**src/rtl/comp_mon_pkg.sv**
```systemverilog
// comp_mon_pkg
// Shared types and constants for the comparator decision monitor:
// FSM state encoding, decision class encoding, comparator indices,
// default sizing, and the (p,m) -> class decode.
package comp_mon_pkg;

  localparam int NCOMP_DEF       = 3;
  localparam int CNT_W_DEF       = 8;
  localparam int SYNC_STAGES_DEF = 2;

  localparam int IDX_NAND = 0;
  localparam int IDX_AO22 = 1;
  localparam int IDX_MX21 = 2;

  typedef enum logic [1:0] {
    IDLE = 2'd0,
    ARM  = 2'd1,
    RUN  = 2'd2,
    DONE = 2'd3
  } state_t;

  typedef enum logic [1:0] {
    CLS_ZERO = 2'd0,
    CLS_ONE  = 2'd1,
    CLS_ERR  = 2'd2
  } cls_t;

  // Equal outputs on both legs mean the comparator never resolved.
  function automatic cls_t classify(input logic p, input logic m);
    cls_t c;
    case ({p, m})
      2'b10:   c = CLS_ONE;
      2'b01:   c = CLS_ZERO;
      default: c = CLS_ERR;
    endcase
    return c;
  endfunction

endpackage

```
**src/rtl/comp_pair_counter.sv**
```systemverilog
// comp_pair_counter
// Per-comparator result counters. Classifies one synchronised (p,m) pair
// per enabled edge and accumulates ones and unresolved decisions, each
// saturating at all-ones so a long window never wraps back to a small value.
// Ports:
//   clk, rst_n   clock, async active-low reset
//   p, m         synchronised VoutP / VoutM
//   clear        zero both counters (start of a new window)
//   count_en     take one sample this edge
//   ones, err    saturating ones / unresolved counts
module comp_pair_counter
  import comp_mon_pkg::*;
#(
  parameter int CNT_W = CNT_W_DEF
) (
  input  logic             clk,
  input  logic             rst_n,
  input  logic             p,
  input  logic             m,
  input  logic             clear,
  input  logic             count_en,
  output logic [CNT_W-1:0] ones,
  output logic [CNT_W-1:0] err
);

  localparam logic [CNT_W-1:0] CNT_MAX = '1;
  localparam logic [CNT_W-1:0] CNT_INC = CNT_W'(1);

  cls_t cls;
  assign cls = classify(p, m);

  always_ff @(posedge clk or negedge rst_n) begin
    if (!rst_n) begin
      ones <= '0;
      err  <= '0;
    end else if (clear) begin
      ones <= '0;
      err  <= '0;
    end else if (count_en) begin
      if (cls == CLS_ONE && ones != CNT_MAX) ones <= ones + CNT_INC;
      if (cls == CLS_ERR && err != CNT_MAX)  err  <= err + CNT_INC;
    end
  end

endmodule

```
**src/rtl/comp_decision_monitor.sv**
```systemverilog
// comp_decision_monitor
// Synchronises NCOMP comparator VoutP/VoutM pairs, counts ones and
// unresolved decisions over a programmable window, and exposes the held
// results through a select mux.
//
// state | meaning
// ------+--------------------------------------------------------------
// IDLE  | waiting for start; counters hold their reset/cleared value
// ARM   | SYNC_STAGES edges flushing pre-start data from the synchroniser
// RUN   | one sample per edge per comparator until win_len samples taken
// DONE  | results frozen and valid; start re-arms a new window
//
// Ports:
//   clk, rst_n         clock, async active-low reset
//   comp_p, comp_m     asynchronous comparator outputs
//   start              level-sampled in IDLE/DONE
//   win_len            window length, 0 means 2^CNT_W
//   sel_comp           result select, out-of-range reads zero
//   busy, done         registered status
//   ones_cnt, err_cnt  selected comparator's counts (live during ARM/RUN)
module comp_decision_monitor
  import comp_mon_pkg::*;
#(
  parameter int NCOMP       = NCOMP_DEF,
  parameter int CNT_W       = CNT_W_DEF,
  parameter int SYNC_STAGES = SYNC_STAGES_DEF
) (
  input  logic             clk,
  input  logic             rst_n,
  input  logic [NCOMP-1:0] comp_p,
  input  logic [NCOMP-1:0] comp_m,
  input  logic             start,
  input  logic [CNT_W-1:0] win_len,
  input  logic [1:0]       sel_comp,
  output logic             busy,
  output logic             done,
  output logic [CNT_W-1:0] ones_cnt,
  output logic [CNT_W-1:0] err_cnt
);

  localparam int ARM_W = (SYNC_STAGES > 1) ? $clog2(SYNC_STAGES) : 1;
  localparam logic [CNT_W:0] WIN_INC = (CNT_W + 1)'(1);

  logic [NCOMP-1:0] sync_p [SYNC_STAGES];
  logic [NCOMP-1:0] sync_m [SYNC_STAGES];
  logic [NCOMP-1:0] p_s;
  logic [NCOMP-1:0] m_s;

  state_t           state;
  logic [CNT_W:0]   win_cnt;
  logic [CNT_W:0]   win_tgt;
  logic [CNT_W:0]   win_next;
  logic [ARM_W-1:0] arm_cnt;
  logic             clear_cnt;
  logic             count_en;

  logic [CNT_W-1:0] ones_arr [NCOMP];
  logic [CNT_W-1:0] err_arr  [NCOMP];

  always_ff @(posedge clk or negedge rst_n) begin
    if (!rst_n) begin
      for (int i = 0; i < SYNC_STAGES; i++) begin
        sync_p[i] <= '0;
        sync_m[i] <= '0;
      end
    end else begin
      sync_p[0] <= comp_p;
      sync_m[0] <= comp_m;
      for (int i = 1; i < SYNC_STAGES; i++) begin
        sync_p[i] <= sync_p[i-1];
        sync_m[i] <= sync_m[i-1];
      end
    end
  end

  assign p_s = sync_p[SYNC_STAGES-1];
  assign m_s = sync_m[SYNC_STAGES-1];

  // Clearing happens on the same edge that accepts start, so a restart
  // from DONE never shows the old result during ARM.
  assign clear_cnt = start && (state == IDLE || state == DONE);
  assign count_en  = (state == RUN);
  assign win_next  = win_cnt + WIN_INC;

  always_ff @(posedge clk or negedge rst_n) begin
    if (!rst_n) begin
      state   <= IDLE;
      busy    <= 1'b0;
      done    <= 1'b0;
      win_cnt <= '0;
      win_tgt <= '0;
      arm_cnt <= '0;
    end else begin
      case (state)
        IDLE, DONE: begin
          if (start) begin
            state   <= ARM;
            busy    <= 1'b1;
            done    <= 1'b0;
            win_cnt <= '0;
            win_tgt <= (win_len == '0) ? {1'b1, {CNT_W{1'b0}}} : {1'b0, win_len};
            arm_cnt <= ARM_W'(SYNC_STAGES - 1);
          end
        end
        ARM: begin
          if (arm_cnt == '0) state <= RUN;
          else               arm_cnt <= arm_cnt - ARM_W'(1);
        end
        RUN: begin
          win_cnt <= win_next;
          if (win_next == win_tgt) begin
            state <= DONE;
            busy  <= 1'b0;
            done  <= 1'b1;
          end
        end
        default: begin
          state <= IDLE;
          busy  <= 1'b0;
          done  <= 1'b0;
        end
      endcase
    end
  end

  for (genvar c = 0; c < NCOMP; c++) begin : g_pair
    comp_pair_counter #(
      .CNT_W (CNT_W)
    ) u_cnt (
      .clk      (clk),
      .rst_n    (rst_n),
      .p        (p_s[c]),
      .m        (m_s[c]),
      .clear    (clear_cnt),
      .count_en (count_en),
      .ones     (ones_arr[c]),
      .err      (err_arr[c])
    );
  end

  always_comb begin
    ones_cnt = '0;
    err_cnt  = '0;
    for (int c = 0; c < NCOMP; c++) begin
      if (int'(sel_comp) == c) begin
        ones_cnt = ones_arr[c];
        err_cnt  = err_arr[c];
      end
    end
  end

endmodule
```
**config.mk**
```make
export PLATFORM = sky130hd
export DESIGN_NAME = comp_decision_monitor
export DESIGN_NICKNAME = d
export VERILOG_FILES = /design/src/rtl/comp_mon_pkg.sv /design/src/rtl/comp_pair_counter.sv /design/src/rtl/comp_decision_monitor.sv
export SDC_FILE = /design/constraint.sdc
export NUM_CORES = 1
export LEC_CHECK = 0
export CAP_MARGIN = 5
export CORE_MARGIN = 2
export CORE_UTILIZATION = 53
export CTS_CLUSTER_SIZE = 10
export DETAILED_ROUTE_END_ITERATION = 8
export PLACE_DENSITY = 0.87
export SLEW_MARGIN = 5
export SYNTH_ARGS = -nofsm -noshare
export SYNTH_HDL_FRONTEND = slang
export SYNTH_HIERARCHICAL = 1
export SYNTH_SLANG_ARGS = --single-unit
```
**constraint.sdc**
```tcl
create_clock -name clk -period 1.9 [get_ports clk]
set_input_delay 0.475 -clock clk [delete_from_list [all_inputs] [get_ports clk]]
set_output_delay 0.475 -clock clk [all_outputs]
set_load 0.01 [all_outputs]
```
==> flow_metrics.tcl, run 1 <==
set metrics [dict create \
    dr.pass1.iters 5 \
    r2r_slack_ns -0.16 \
    timing.rr.start "win_cnt[0]" \
    grt_overflow_total 0 \
    clk_pin_slew_ns 0.09 \
    slew_violations 0 \
    synth_top_area_cell "dfrtp_1" \
    clock_tree.root_cell "clkbuf_8" \
    synth_edf_count 0 \
    hold_viol_final 0 \
    fin_hold_ws_ns 0.01470 \
    layout_common_cells "dfrtp_1, nand2_1, buf_4, a21oi_1, mux2i_1" \
    num-fill-cells 724 \
    path_buf_inv 0 \
    grtUsageTotal_pct 25.01 \
    drt_iter0_markers 316 \
    drc 0 \
    avgSynthCellArea_sq_um 10.02 \
    die-area_sq_mm 0.01020 \
    yosys_register_bits 83 \
    ff2ff_path_depth 7 \
    power_density_mw_per_mm2 985.2 \
    fin_crit_sh_pct 108.3 \
    cp.required_ns 2.18 \
    io_pins 37 \
    synth_nets 530 \
    ir_worst_vdd_uv 1111 \
    cts_tree "yes" \
    async_flop_share_pct 100.0 \
    grt_pass1_vias 4226 \
    vias 4294 \
    fin_nets 595 \
    drt_wl_total_um 12260 \
    r2r_end "state[0]" \
    fp.dieH_um 101.0 \
    worstMarginPinSlew_ns 0.6306 \
    routed_via_density 6.324 \
    io_buffers 36 \
    mostFrequentLayoutCell "dfrtp_1" \
    yosys_most_used_dff "dfrtp_1" \
    fmax_mhz 486.0 \
    violations "setup timing" \
    crit_slowest_cell "dfrtp_2" \
    path_delay_family "compound AO/OA/AOI/OAI gates" \
    hpwl_um 8582 \
    syn_area_sq_mm 0.004989 \
    rows 35 \
    htree_levels 3 \
    antenna_cells 0 \
    maxCapViolCount 0 \
    synth_top_area_share_pct 41.64 \
    ys_top_cells_by_area "dfrtp_1, mux2i_1, mux2_2" \
    ff_latch_area_sq_mm 0.002081 \
    worstPathMaxFanout 6 \
    initial_utilization_pct 54.24 \
    setup_slack_ns -0.1575 \
    multi_input_area_sq_mm 0.002771 \
    worstSkewPairLatency_ns 0.38 \
    ant_nets 0 \
    fin_cells 679 \
    crit_type "flop to flop" \
    fin_crit_ns 2.057 \
    hold_buffers 0 \
    grt_pass1_wl_um 20150 \
    outcome "finished with violations" \
    grt_antenna_before_repair 0 \
    placedCellCount 659 \
    slowest_delay_ns 0.44 \
    final-setup-viol-count 3 \
    grt_max_degree 50 \
    synth.distinct_cells 62 \
    syn_inst 498 \
    clock-sinks 83 \
    coreArea_sq_mm 0.009196 \
    place.gp.congestion 0.9567 \
    yosysSeqAreaShare_pct 41.64 \
    hp-class "input pin to async pin" \
    wl_per_cell_um 18.06 \
    numCtsBuffers 9 \
    drive_above_1_share_pct 24.47 \
    crit_chain "ha_4 -> o21bai_1 -> o22ai_2 -> a2111oi_4 -> o211ai_2 -> a221oi_4 -> mux2i_1" \
    syn_to_final_growth_pct 19.14 \
    cp.arrival_ns 2.34 \
    cts_buffer_depth 2 \
    skew_ns 0.01752 \
    synth_warnings 6 \
    slew_headroom_pct 57.68 \
    rsz0062_at_grt "yes" \
    fp.dieW_um 101.0 \
    endpoint_kind "flop" \
    p_leak_nw 2.528 \
    crit_path_start_kind "flop" \
]
-- where the power goes --
part / switching [mW] / total [mW] / internal, mW
Clock: 0.721 / 1.35 / 0.628
Combinational: 1.23 / 2.27 / 1.04
Sequential: 0.241 / 2.24 / 2.00
Total: 2.19 / 5.86 / 3.66
-- layer usage --
layer / GRT usage [%] / wire length [um]
met5: 0 / 0
met4: 11.02 / 295
met3: 4.646 / 692
met2: 42.36 / 6288
met1: 31.18 / 4988
-- layout make-up --
type                    count  area share [%]
clock buffers               9           2.084
well taps                 111           2.337
clock inverters             7           1.368
inverters                  15          0.9474
repair buffers             81           11.62
flip-flops and latches     83           35.01
multi-input cells         373           46.63
-- synthesized netlist by cell type (4+ instances only) --
cell type,number
a41oi_1,6
nand3_1,7
a21oi_1,28
and4_1,13
ha_1,13
nor2b_1,15
dfrtp_1,83
xnor2_1,5
nand2b_1,13
and4_2,4
inv_1,15
mux2_2,16
a311oi_1,9
clkbuf_1,14
xor2_1,5
mux2i_1,26
and4b_1,6
a2111oi_4,4
a211oi_1,6
nor2_1,19
buf_2,4
nor3b_1,4
nor3_1,19
nand4_1,15
o21ai_0,31
nand2_1,46
a21oi_2,4
a31oi_1,10
-- registers in the layout, indices dropped and copies added, names as in the netlist --
| name | cells |
|---|---|
| arm_cnt | 1 |
| busy | 1 |
| done | 1 |
| g_pair.u_cnt/err | 24 |
| g_pair.u_cnt/ones | 24 |
| m_s | 3 |
| p_s | 3 |
| state | 2 |
| sync_m | 3 |
| sync_p | 3 |
| win_cnt | 9 |
| win_tgt | 9 |
-- worst max-delay path by stage --
stage / from / endpoint / slack, ns / cells past startpoint
after floorplan: win_cnt[0] / state[0] / -0.06 / 7
after global placement: sel_comp[0] / err_cnt[3] / -0.61 / 5
after detailed placement: sel_comp[0] / err_cnt[6] / -0.75 / 5
after CTS: win_cnt[0] / state[0] / -0.14 / 7
after global routing: win_cnt[1] / state[0] / -0.25 / 7
final: win_cnt[0] / state[0] / -0.16 / 7
-- per-stage QoR --
| step | setup slack [ns] | TNS (ns) | util (%) | instance area (sq um) | power [mW] |
|---|---|---|---|---|---|
| CTS | -0.1373 | -0.2903 | 63.71 | 5859 | 5.713 |
| detailed placement | -0.7454 | -10.94 | 61.76 | 5679 | 4.364 |
| floorplan | -0.06224 | -0.1245 | - | 5009 | 3.686 |
| global route | -0.2517 | -0.6963 | 64.63 | 5943 | 6.210 |
| global placement | -0.6119 | -9.603 | 61.76 | 5679 | 4.242 |
| finish | -0.1575 | -0.3637 | 64.63 | 5943 | 5.855 |
-- repair_timing --
action | in CTS | in global routing
resized for setup | 84 | 18
pin swaps | 6 | 2
cloned | 0 | 1
endpoints found under the setup margin | 20 | 14
setup buffers | 1 | 2
-- kinds of logic (layout without fill, tap and decap cells) --
group	after synthesis	count (layout)	synth area share [%]
compound gates	118	118	17.43
xor+xnor	10	10	1.756
fa+ha+maj	13	13	3.261
buf+inv	42	112	4.439
flops	83	83	41.64
mux	45	45	9.506
simple gates	187	187	21.97
No activity file was read; power rests on OpenSTA's default activity.
==> run 2, diff against run 1 <==
Settings changed: CTS_CLUSTER_DIAMETER from default to 30.
==> results of run 2 <==
The final DEF is identical to that of run 1; final timing and power are the same.
==> run 3, diff against run 2 <==
Settings changed: ABC_AREA from default to 1, CORE_UTILIZATION 53 to 30, PLACE_DENSITY 0.87 to 0.59.
==> run 3 against run 2 <==
  * Sequential share of layout area shrank 1.5 points
  * Area after synthesis grew 0.65%
  * Setup slack gained 0.22 ns
  * Clock power grew 27%
  * First-iteration DRC count shrank 33%
  * Critical path type is now input pin to output pin
  * Global-route usage shrank 10 points
  * The flow now finishes without violations
  * Utilization shrank 27 points
  * Final cell count grew 47%
  * Fmax grew 12%
==> flow_metrics.tcl, run 3 <==
set metrics [dict create \
    top_regs "g_pair.u_cnt/err: 24 flops, g_pair.u_cnt/ones: 24 flops" \
    drive_above_1_share_pct 17.53 \
    clk_pin_slew_ns 0.05 \
    drt_iter0_markers 213 \
    slew_violations 0 \
    grt_antenna_before_repair 0 \
    crit_chain "buf_2 -> inv_2 -> nor2_4 -> buf_6 -> buf_4 -> buf_4 -> nand2_1 -> nand3_1 -> buf_2" \
    ant_nets 0 \
    routed_via_density 4.519 \
    syn_inst 694 \
    vias 4501 \
    path_buf_inv 6 \
    initial_utilization_pct 30.49 \
    io_pins 37 \
    yosys-top-cells-count "nand2_1, dfrtp_1, inv_1" \
    yosysSeqAreaShare_pct 41.37 \
    fp.dieW_um 133.4 \
    rows 47 \
    crit_path_start_kind "input pin" \
    cp.required_ns 1.42 \
    crit_start "sel_comp[1]" \
    tns_ns 0 \
    synth_edf_count 0 \
    final-setup-viol-count 0 \
    numCtsBuffers 9 \
    grt_overflow_total 0 \
    p_total_mw 6.977 \
    avgSynthCellArea_sq_um 7.235 \
    slew_headroom_pct 73.60 \
    p_leak_nw 2.985 \
    antenna_cells 0 \
    fmax_mhz 543.5 \
    place.gp.congestion 0.8395 \
    cts_tree "yes" \
    worstPathMaxFanout 3 \
    fin_nets 805 \
    crit_type "input pin to output pin" \
    outcome "finished clean" \
    multi_input_area_sq_mm 0.002609 \
    dp_slack_ns -0.5834 \
    io_buffers 36 \
    yosys_most_used_dff "dfrtp_1" \
    grt_pass1_vias 4347 \
    setup_slack_ns 0.06007 \
    hp-class "flop to flop" \
    die-area_sq_mm 0.01779 \
    hold_viol_final 0 \
    clock-sinks 83 \
    dr.pass1.iters 5 \
    synth_nets 726 \
    synth_top_area_share_pct 41.37 \
    syn_area_sq_mm 0.005021 \
    fin_cells 996 \
    drc 0 \
    ys_top_cells_by_area "dfrtp_1, nand2_1, nand3_1" \
    path_delay_family "buffers and inverters" \
    clock_tree.root_cell "clkbuf_16" \
    worstMarginPinSlew_ns 0.3924 \
    rsz0062_at_grt "yes" \
    hpwl_um 9002 \
    maxCapViolCount 0 \
    worstHoldStart "sync_p[5]" \
    grtUsageTotal_pct 14.60 \
    cp.arrival_ns 1.36 \
    fin_crit_sh_pct 96.84 \
    timing.rr.start "state[0]" \
    cts_buffer_depth 2 \
    synth.distinct_cells 28 \
    syn_to_final_growth_pct 23.55 \
    power_density_mw_per_mm2 1125 \
    ff_latch_area_sq_mm 0.002077 \
    endpoint_kind "output pin" \
    fin_crit_ns 1.840 \
    async_flop_share_pct 100.0 \
    placedCellCount 975 \
    wl_per_cell_um 12.00 \
    crit_slowest_cell "buf_2" \
    grt_pass1_wl_um 20810 \
    layout_common_cells "nand2_1, dfrtp_1, inv_1, nand3_1, nor2_1" \
    grt_max_degree 71 \
    mostFrequentLayoutCell "nand2_1" \
    worstSkewPairLatency_ns 0.34 \
    synth_top_area_cell "dfrtp_1" \
    yosys_register_bits 83 \
    htree_levels 3 \
    skew_ns 0.005063 \
    coreArea_sq_mm 0.01647 \
    synth_warnings 6 \
    fp.dieH_um 133.4 \
    slowest_delay_ns 0.15 \
    num-fill-cells 1743 \
    drt_wl_total_um 11950 \
    synth.most_common_cell "nand2_1" \
    ir_worst_vdd_uv 527.2 \
]
==> run 3: cell types whose count changed in the layout (fill, tap and decap cells not counted), moves of 14 or more <==
cell	change
nand3_1	+68
nor2_1	+22
a21oi_1	-23
nor2b_1	-14
inv_1	+63
mux2_2	-16
nor3_1	-15
nor2_4	+14
mux2i_1	-25
nand2_1	+205
nand2_2	+21
==> run 3: cell families after synthesis <==
family	synth area share (%)
xor+xnor	1.919
buf+inv	7.326
fa+ha+maj	3.240
simple gates	40.42
flops	41.37
compound gates	5.731
==> run 3: path summary, 6_finish.rpt <==
path                       slack [ns]  cells after the start                 endpoint
max in group asynchronous        0.75                      3  g_pair[2].u_cnt/ones[0]
min in group asynchronous        0.52                      2               win_tgt[0]
max reg2reg                      0.19                      9   g_pair[2].u_cnt/err[1]
max                              0.06                      9               err_cnt[0]
min reg2reg                      0.35                      0                   p_s[2]
min                              0.35                      0                   p_s[2]
==> run 3: timing repair <==
item	CTS	global route
hold endpoints to repair	13	0
setup endpoints to repair	16	15
setup buffers	5	1
pin swaps	1	0
resized for setup	50	23
hold buffers	1	0
==> run 3: metrics by stage <==
step                      instance area (sq um)  hold slack [ns]  utilization, %
after global routing                       6203           0.3586           37.67
final                                      6203           0.3499           37.67
after detailed placement                   5897           0.3410           35.81
after floorplan                            5029           0.1794               -
after CTS                                  6192           0.3559           37.61
after global placement                     5897           0.3355           35.81
==> run 3: final cells by class <==
class	count	area share [%]
well taps	220	4.437
flip-flops and latches	83	33.48
repair buffers	76	10.02
multi-input cells	517	42.05
inverters	86	5.446
clock inverters	3	0.6454
clock buffers	11	3.913
==> run 3: layer usage <==
metal / GRT usage (%) / vias to the layer above / part of all wire (%)
met3: 3.767 / 14 / 3.7
met5: 0 / - / 0
met2: 23.45 / 73 / 45
met4: 3.960 / 0 / 1.3
li1: - / 2365 / -
met1: 19.59 / 2049 / 50
==> run 3: where the power goes <==
part / leakage, nW / switching [mW] / internal [mW]
logic: 1.74 / 1.69 / 1.10
clock network: 0.141 / 0.679 / 1.03
registers: 1.10 / 0.359 / 2.11
total: 2.99 / 2.73 / 4.25
